## config.mk

```make
export PLATFORM = sky130hd
export DESIGN_NAME = pc_src_ctrl
export DESIGN_NICKNAME = d
export VERILOG_FILES = /design/src/rtl/pc_src_ctrl.sv
export SDC_FILE = /design/constraint.sdc
export NUM_CORES = 1
export LEC_CHECK = 0
export BUFFER_PORTS_ARGS = -buffer_cell sky130_fd_sc_hd__buf_4
export CORE_AREA = 2 2 39 41
export DETAILED_ROUTE_END_ITERATION = 6
export DIE_AREA = 0 0 41 43
export HOLD_SLACK_MARGIN = 0.15
export PLACE_DENSITY_LB_ADDON = 0.3
export SLEW_MARGIN = 0
export SYNTH_ARGS = -nofsm -noshare
export SYNTH_HDL_FRONTEND = slang
export SYNTH_SLANG_ARGS = --single-unit
```

## constraint.sdc

```tcl
create_clock -name clk -period 3.1 [get_ports clk]
set_input_delay 0.62 -clock clk [delete_from_list [all_inputs] [get_ports clk]]
set_output_delay 0.62 -clock clk [all_outputs]
set_load 0.02 [all_outputs]
```

## src/rtl/pc_src_ctrl.sv

```systemverilog
`default_nettype none
// ============================================================================
// Module      : pc_src_ctrl
// Description : Multicycle sequencer selecting the PC source and producing
//               PC, IR and EPC write enables plus the exception cause.
// Revision    : 1.0 - initial release
// ============================================================================
module pc_src_ctrl #(
    parameter int EXC_WIDTH = 2
) (
    input  logic                 clk,
    input  logic                 reset,
    input  logic                 mem_ready,
    input  logic [5:0]           opcode,
    input  logic [5:0]           funct,
    input  logic                 alu_zero,
    input  logic                 alu_overflow,
    input  logic                 ex_done,
    output logic [2:0]           pc_src,
    output logic                 pc_write,
    output logic                 ir_write,
    output logic                 epc_write,
    output logic [EXC_WIDTH-1:0] cause,
    output logic                 busy
);

    localparam logic [2:0] c_FETCH    = 3'd0;
    localparam logic [2:0] c_DECODE   = 3'd1;
    localparam logic [2:0] c_EXEC     = 3'd2;
    localparam logic [2:0] c_EXC_SAVE = 3'd3;
    localparam logic [2:0] c_EXC_VEC  = 3'd4;

    localparam logic [2:0] c_SRC_SEQ    = 3'b000;
    localparam logic [2:0] c_SRC_BRANCH = 3'b001;
    localparam logic [2:0] c_SRC_JUMP   = 3'b010;
    localparam logic [2:0] c_SRC_EPC    = 3'b011;
    localparam logic [2:0] c_SRC_VECTOR = 3'b100;

    localparam logic [5:0] c_OP_RTYPE = 6'h00;
    localparam logic [5:0] c_OP_J     = 6'h02;
    localparam logic [5:0] c_OP_JAL   = 6'h03;
    localparam logic [5:0] c_OP_BEQ   = 6'h04;
    localparam logic [5:0] c_OP_BNE   = 6'h05;
    localparam logic [5:0] c_OP_ADDI  = 6'h08;
    localparam logic [5:0] c_OP_RTE   = 6'h10;
    localparam logic [5:0] c_OP_LW    = 6'h23;
    localparam logic [5:0] c_OP_SW    = 6'h2B;
    localparam logic [5:0] c_FN_JR    = 6'h08;

    localparam logic [EXC_WIDTH-1:0] c_CAUSE_ILLEGAL  = EXC_WIDTH'(0);
    localparam logic [EXC_WIDTH-1:0] c_CAUSE_OVERFLOW = EXC_WIDTH'(1);

    logic [2:0]           r_state;
    logic [2:0]           w_nextState;
    logic [EXC_WIDTH-1:0] r_cause;
    logic [EXC_WIDTH-1:0] w_causeNext;
    logic                 w_causeLoad;
    logic                 w_legal;
    logic [2:0]           w_pcSrc;
    logic                 w_pcWrite;
    logic                 w_irWrite;
    logic                 w_epcWrite;

    always_comb begin
        w_legal = 1'b0;
        case (opcode)
            c_OP_RTYPE, c_OP_J, c_OP_JAL, c_OP_BEQ, c_OP_BNE,
            c_OP_RTE, c_OP_ADDI, c_OP_LW, c_OP_SW: w_legal = 1'b1;
            default:                               w_legal = 1'b0;
        endcase
    end

    always_comb begin
        w_nextState = r_state;
        w_causeLoad = 1'b0;
        w_causeNext = r_cause;
        w_pcSrc     = c_SRC_SEQ;
        w_pcWrite   = 1'b0;
        w_irWrite   = 1'b0;
        w_epcWrite  = 1'b0;
        case (r_state)
            c_FETCH: begin
                if (mem_ready) begin
                    w_irWrite   = 1'b1;
                    w_pcWrite   = 1'b1;
                    w_nextState = c_DECODE;
                end
            end
            c_DECODE: begin
                if (!w_legal) begin
                    w_causeLoad = 1'b1;
                    w_causeNext = c_CAUSE_ILLEGAL;
                    w_nextState = c_EXC_SAVE;
                end else begin
                    w_nextState = c_EXEC;
                end
            end
            c_EXEC: begin
                case (opcode)
                    c_OP_J, c_OP_JAL: begin
                        w_pcWrite   = 1'b1;
                        w_pcSrc     = c_SRC_JUMP;
                        w_nextState = c_FETCH;
                    end
                    c_OP_BEQ, c_OP_BNE: begin
                        // bne takes the branch on the inverted zero flag
                        if (alu_zero ^ (opcode == c_OP_BNE)) begin
                            w_pcWrite = 1'b1;
                            w_pcSrc   = c_SRC_BRANCH;
                        end
                        w_nextState = c_FETCH;
                    end
                    c_OP_RTE: begin
                        w_pcWrite   = 1'b1;
                        w_pcSrc     = c_SRC_EPC;
                        w_nextState = c_FETCH;
                    end
                    default: begin
                        if ((opcode == c_OP_RTYPE) && (funct == c_FN_JR)) begin
                            w_pcWrite   = 1'b1;
                            w_nextState = c_FETCH;
                        end else if (ex_done) begin
                            if (alu_overflow) begin
                                w_causeLoad = 1'b1;
                                w_causeNext = c_CAUSE_OVERFLOW;
                                w_nextState = c_EXC_SAVE;
                            end else begin
                                w_nextState = c_FETCH;
                            end
                        end
                    end
                endcase
            end
            c_EXC_SAVE: begin
                w_epcWrite  = 1'b1;
                w_nextState = c_EXC_VEC;
            end
            c_EXC_VEC: begin
                if (mem_ready) begin
                    w_pcWrite   = 1'b1;
                    w_pcSrc     = c_SRC_VECTOR;
                    w_nextState = c_FETCH;
                end
            end
            default: w_nextState = c_FETCH;
        endcase
    end

    always_ff @(posedge clk) begin
        if (reset) begin
            r_state <= c_FETCH;
            r_cause <= '0;
        end else begin
            r_state <= w_nextState;
            if (w_causeLoad) begin
                r_cause <= w_causeNext;
            end
        end
    end

    // Reset forces every output low within the same cycle, including cause.
    assign pc_src    = reset ? 3'b000 : w_pcSrc;
    assign pc_write  = w_pcWrite & ~reset;
    assign ir_write  = w_irWrite & ~reset;
    assign epc_write = w_epcWrite & ~reset;
    assign cause     = reset ? '0 : r_cause;
    assign busy      = ~reset & (r_state != c_FETCH);

endmodule
`default_nettype wire

```

==> results of run 1 <==
-- layout by cell type, fill, tap and decap left out, types with 2 or more instances in the layout --
cell type / synthesis / routed
a21oi_1: 4 / 4
buf_4: 2 / 25
clkbuf_4: 0 / 3
dfxtp_1: 4 / 4
inv_1: 3 / 3
nand2_1: 4 / 4
nand3_1: 2 / 2
nor2_1: 10 / 10
nor2b_1: 2 / 2
nor3_1: 6 / 6
o21ai_0: 6 / 6
-- stage by stage --
step	hold WS [ns]	cells	util
after CTS	0.5619	106	0.4810
after global placement	0.5535	103	0.4647
after floorplan	0.5487	67	-
after detailed placement	0.5527	103	0.4647
after global routing	0.5924	106	0.4810
final	0.5687	106	0.4810
-- layout make-up --
class                           instances  area share
Inverter                                3     0.01692
Multi-Input combinational cell         55      0.5169
Tap cell                               16     0.03008
Timing Repair Buffer                   25      0.2820
Sequential cell                         4      0.1203
Clock buffer                            3     0.03383
-- worst paths after layout --
| kind | depth (start not counted) | end | slack, ns |
|---|---|---|---|
| min reg2reg | 2 | r_state[2] | 0.57 |
| min | 2 | r_state[2] | 0.57 |
| max reg2reg | 4 | r_cause[0] | 1.78 |
| max | 6 | pc_write | 0.50 |
-- worst max-delay path, delay by kind of cell --
kind / cells / cell delay (ns)
AND/OR/NAND/NOR: 2 / 0.67
buffers and inverters: 2 / 0.31
AO/OA/AOI/OAI: 2 / 0.38
-- layer usage --
metal  GRT usage  routed length (um)  up-vias
met5           0                   0        -
met4     0.02000                   0        0
met3     0.06283                  67        0
met2      0.2469                 579       14
met1      0.1987                 536      256
li1            -                   -      295
-- power groups by stage --
stage	combinational [W]	clock (W)	sequential, W
floorplan	0.0000682	0	0.0000595
global placement	0.0000872	0	0.0000697
detailed placement	0.0000877	0	0.0000698
CTS	0.0000879	0.0000679	0.0000690
global route	0.0000965	0.0000726	0.0000706
finish	0.0000876	0.0000639	0.0000693
-- kinds of logic after synthesis --
family | after synthesis | share of synthesized area
buffers and inverters | 8 | 0.1125
DFF | 4 | 0.1675
xor gates and xnor gates | 1 | 0.01833
other | 1 | 0.007846
AOI/OAI and AO/OA | 20 | 0.3089
and+or+nand+nor | 33 | 0.3848
-- sequential cells by signal, summed over array words and instances (netlist names) --
| signal | count |
|---|---|
| r_cause | 1 |
| r_state | 3 |
==> impl_metrics.yaml, run 1 <==
status:
  outcome: "complete, no violations"
cells_and_area:
  drive_gt1_frac: 0.3778
  fill_cells: 142
  diodes: 0
  seq_area_um2: 80.08
  nets: 110
  areaGrowthSynthToFinish_pct: 39.27
  multi_input_area_um2: 344.1
  stdcell_area_um2: 665.6
power_and_ir_drop:
  finalPower_w: 0.0002208
  combPwrFrac: 0.397
  irDropWorstVdd_v: 0.0001570
  power.share.clock: 0.289
  p_leak_nw: 0.2945
  p_seq_frac: 0.314
  pwr_density_cell_nw_per_um2: 331.7
  p_int_w: 0.0001440
  switching_share: 0.3476
  power.switching_w: 0.00007673
routing:
  ant_nets: 0
  wirelength_mm: 1.183
  dr.first_iter.drc_count: 11
  viasPerCell: 5.330
  vias: 565
  drt_pass1_iterations: 4
  avgRoutedWirePerCell_um: 11.16
  drc_errors: 0
global_routing:
  first_global_vias: 480
  grt_pass1_wl_mm: 1.973
  grt_max_degree: 11
  grt.overflow.total: 0
  grt_use_total: 0.1565
  grt_antenna_before_repair: 0
flow_run:
  maxCapViolations: 0
worst_setup_path:
  critical_path.slowest_cell: "or4_1"
  start_kind: "primary input"
  path_class: "primary input to output port"
  slowest_delay_ns: 0.53
  worstSetupEndpointType: "output port"
  cp_data_arrival_time_ns: 1.98
  crit_chain: "buf_4 -> or4_1 -> nor3_2 -> a41oi_2 -> o21ai_0 -> buf_4"
  crit_required_ns: 2.48
  rr_startpoint: "r_state[1]"
  startpoint: "opcode[2]"
  worstPathMaxFanout: 8
  path_common_cell: "buf_4"
yosys:
  ys_ff_latch: 4
  syn-instance-count: 67
  syn_avg_cell_area_um2: 7.134
  yosysTopAreaCell: "dfxtp_1"
  synth_cell_types: 33
  yosysSeqAreaShare: 0.1675
  synth_edf_count: 0
  ys_top_cells_by_area: "dfxtp_1, nor2_1, nor3_1"
  async_flop_share: 0
  synth_area_um2: 478.0
  synth_most_common_cell: "nor2_1"
  synth.top_cells.by_count: "nor2_1, nor3_1, o21ai_0"
  synth_warnings: 0
  synth_nets: 85
  synth_top_area_frac: 0.1675
  synth_ff_type: "dfxtp_1"
cts:
  cts_tree: "built"
  cts_resized: 0
  clock_latency_ns: 0.23
  cts_setup_buffers: 0
  cts-root-buf: "clkbuf_4"
  cts_made_buffers: 3
  htreeDepth: 1
  holdBufCountCts: 0
  clk_path_buf_depth: 2
  path_clk_slew_ns: 0.04
  numClockSinks: 4
sta:
  worst_slew_margin_rel: 0.6575
  setup_viol: 0
  worst_pin_slew_ns: 0.5098
  hold_viol_final: 0
  rsz0062_at_grt: "false"
  slew_viol_final: 0
  setup_slack_ns: 0.4966
  fin_crit_sh: 0.8398
  fin_setup_tns_ns: 0
  timing.fmax_mhz: 384.1
  layout_min_cycle_time_ns: 2.603
  clock_skew_ns: 0.0009553
floorplan:
  die_y_um: 43
  die_x_um: 41
  floorplan.initialDensity: 0.3454
  io_pins: 27
  rows: 14
  coreArea_um2: 1384
  die-area_um2: 1763
hold_path:
  hold_start: "r_state[2]"
  hold_path_class: "register to register"
placed_design:
  place_congestion: 0.7539
  placed_area_um2: 643.1
  io_buffers: 25
  post-dp-hpwl_um: 941.9
  place_ws_ns: 0.4957
No activity file was read; power rests on OpenSTA's default activity.
==> run 2, diff against run 1 <==
Settings changed: ABC_AREA set to 1.
Clock period 3.1 ns to 2.7 ns, I/O delays scaled along.
==> run 2 against run 1 <==
Effect of this change: sequential power grew 5.1%; first-iteration DRC count grew 36%; sequential cell count is the same; critical path type unchanged; critical endpoint is now pc_src[0]; worst hold slack lost 0.042 ns; routed wire length shrank 3.4%.
==> impl_metrics.yaml, run 2 <==
worst_setup_path:
  path_class: "primary input to output port"
  rr_startpoint: "r_state[2]"
  start_kind: "primary input"
  regToRegSetupSlack_ns: 1.47
  crit_required_ns: 2.16
  worstSetupEndpointType: "output port"
  worstPathMaxFanout: 4
  worstRegToRegCells: 7
  cp_data_arrival_time_ns: 1.51
  worstReg2RegEnd: "r_state[0]"
cts:
  cts_made_buffers: 3
  clock_latency_ns: 0.23
  cts_resized: 0
  cts_tree: "built"
  path_clk_slew_ns: 0.03
  clk_path_buf_depth: 2
  cts_setup_buffers: 0
  htreeDepth: 1
  numClockSinks: 4
  cts-root-buf: "clkbuf_4"
  holdBufCountCts: 0
sta:
  timing.fmax_mhz: 488.4
  setup_viol: 0
  layout_min_cycle_time_ns: 2.048
  hold_viol_final: 0
  hold_ws_ns: 0.5267
  clock_skew_ns: 0.003109
  fin_setup_tns_ns: 0
  rsz0062_at_grt: "false"
  fin_crit_sh: 0.7584
  slew_viol_final: 0
yosys:
  synthAdderAreaFrac: 0
  synth.top_cells.by_count: "nor2_1, nand2_1, inv_1, nor2_2"
  syn-instance-count: 88
  synth_top_area_frac: 0.1600
  synth_top_family_by_area: "simple AND/OR/NAND/NOR gates"
  synth_simple_gate_area_frac: 0.6075
  synth_area_um2: 500.5
  yosysSeqAreaShare: 0.1600
  syn_avg_cell_area_um2: 5.687
  synth_nets: 106
  synth_edf_count: 0
  yosysTopAreaCell: "dfxtp_1"
  async_flop_share: 0
  synth_most_common_cell: "nor2_1"
  ys_top_cells_by_area: "dfxtp_1, nor2_1, nor2_2"
  muxShareOfSynthArea: 0
  synth_ff_type: "dfxtp_1"
  synth_cell_types: 21
  synth-compound-area-share: 0.08000
  ys_ff_latch: 4
  synth_warnings: 0
  synth_xor_area_frac: 0.01750
cells_and_area:
  largestRegisters: "r_state: 3 flops, r_cause: 1 flops"
  nets: 134
  areaGrowthSynthToFinish_pct: 43.75
  drive_gt1_frac: 0.4123
  final_common_cell: "buf_4"
  largest_reg_flops: 3
  diodes: 0
  regMostFlops: "r_state"
  utilization: 0.5199
  layout_common_cells: "buf_4, nor2_1, nand2_1"
power_and_ir_drop:
  combPwrFrac: 0.462
  switching_share: 0.3655
  p_int_w: 0.0001710
  power.share.clock: 0.268
  pwr_density_cell_nw_per_um2: 374.5
  p_seq_frac: 0.270
  irDropWorstVdd_v: 0.0003055
  p_leak_nw: 0.3544
  power.switching_w: 0.00009849
hold_path:
  hold_path_class: "primary input to register"
  hold_end: "r_state[0]"
  hold_start: "reset"
  worstHoldPathCells: 2
routing:
  dr.first_iter.drc_count: 15
  vias: 594
  drt_pass1_iterations: 4
  avgRoutedWirePerCell_um: 8.792
  viasPerCell: 4.569
  drc_errors: 0
  wirelength_mm: 1.143
  ant_nets: 0
global_routing:
  grt_antenna_before_repair: 0
  grt_pass1_wl_mm: 1.945
  grt.overflow.total: 0
  grt_use_total: 0.1575
  first_global_vias: 528
  grt_max_degree: 9
floorplan:
  floorplan.initialDensity: 0.3617
  die_x_um: 41
  rows: 14
  coreArea_um2: 1384
  io_pins: 27
  die-area_um2: 1763
  die_y_um: 43
placed_design:
  place_congestion: 0.8838
  io_buffers: 25
  post-dp-hpwl_um: 959.9
flow_run:
  maxCapViolations: 0
status:
  outcome: "complete, no violations"
run 2: cell count changes in the layout (fill, tap and decap cells not counted), sizes merged, moves of 4 or more:
cell	change
inv	+11
nand2	+11
nand3	+6
nor2	+17
nor3	-6
o21ai	-4
run 2: critical path, cell delays in order:
cell	delay, ns
buf_4	0.12
nor2_4	0.13
inv_2	0.06
or3_1	0.36
a21oi_1	0.13
buf_4	0.15
run 2: cells by family after synthesis:
| family | Yosys count |
|---|---|
| other | 1 |
| buffers and inverters | 16 |
| xor gates and xnor gates | 1 |
| and+or+nand+nor | 58 |
| DFF | 4 |
| AOI/OAI and AO/OA | 8 |
run 2: layer usage:
layer,GRT usage,wire length (um)
met2,0.2375,542
met4,0.05333,0
met3,0.06283,77
met5,0,0
met1,0.1955,522
run 2: area by class of cell:
| type | instances | area, um^2 |
|---|---|---|
| flip-flops and latches | 4 | 80.08 |
| repair buffers | 25 | 187.7 |
| well taps | 16 | 20.02 |
| clock buffers | 3 | 22.52 |
| inverters | 14 | 52.55 |
| multi-input cells | 68 | 356.6 |
| fillers | 150 | 664.4 |
run 2: stage by stage:
stage,area (um^2),std cells,power [W],setup WS (ns)
after CTS,719.4,130,0.0002738,0.6446
after detailed placement,696.9,127,0.0001986,0.6444
after global placement,696.9,127,0.0001978,0.6623
after floorplan,500.5,88,0.0001544,0.7361
final,719.4,130,0.0002694,0.6524
after global routing,719.4,130,0.0002959,0.5695
run 2: power by group through the flow:
stage	registers [W]	clock network (W)	logic, W
2_1_floorplan	0.0000725	0	0.0000819
3_3_place_gp	0.0000732	0	0.000125
3_5_place_dp	0.0000734	0	0.000125
4_1_cts	0.0000724	0.0000757	0.000126
5_1_grt	0.0000733	0.0000800	0.000143
6_report	0.0000728	0.0000721	0.000125
run 2: worst max path at each step:
stage                          start   endpoint  slack (ns)  cells past startpoint
after floorplan            opcode[4]  pc_src[0]        0.74                      4
after global placement     opcode[4]  pc_src[0]        0.66                      6
after detailed placement   opcode[4]  pc_src[0]        0.64                      6
after CTS                  opcode[4]  pc_src[0]        0.64                      6
after global routing      r_state[2]   pc_write        0.57                      8
final                      opcode[4]  pc_src[0]        0.65                      6
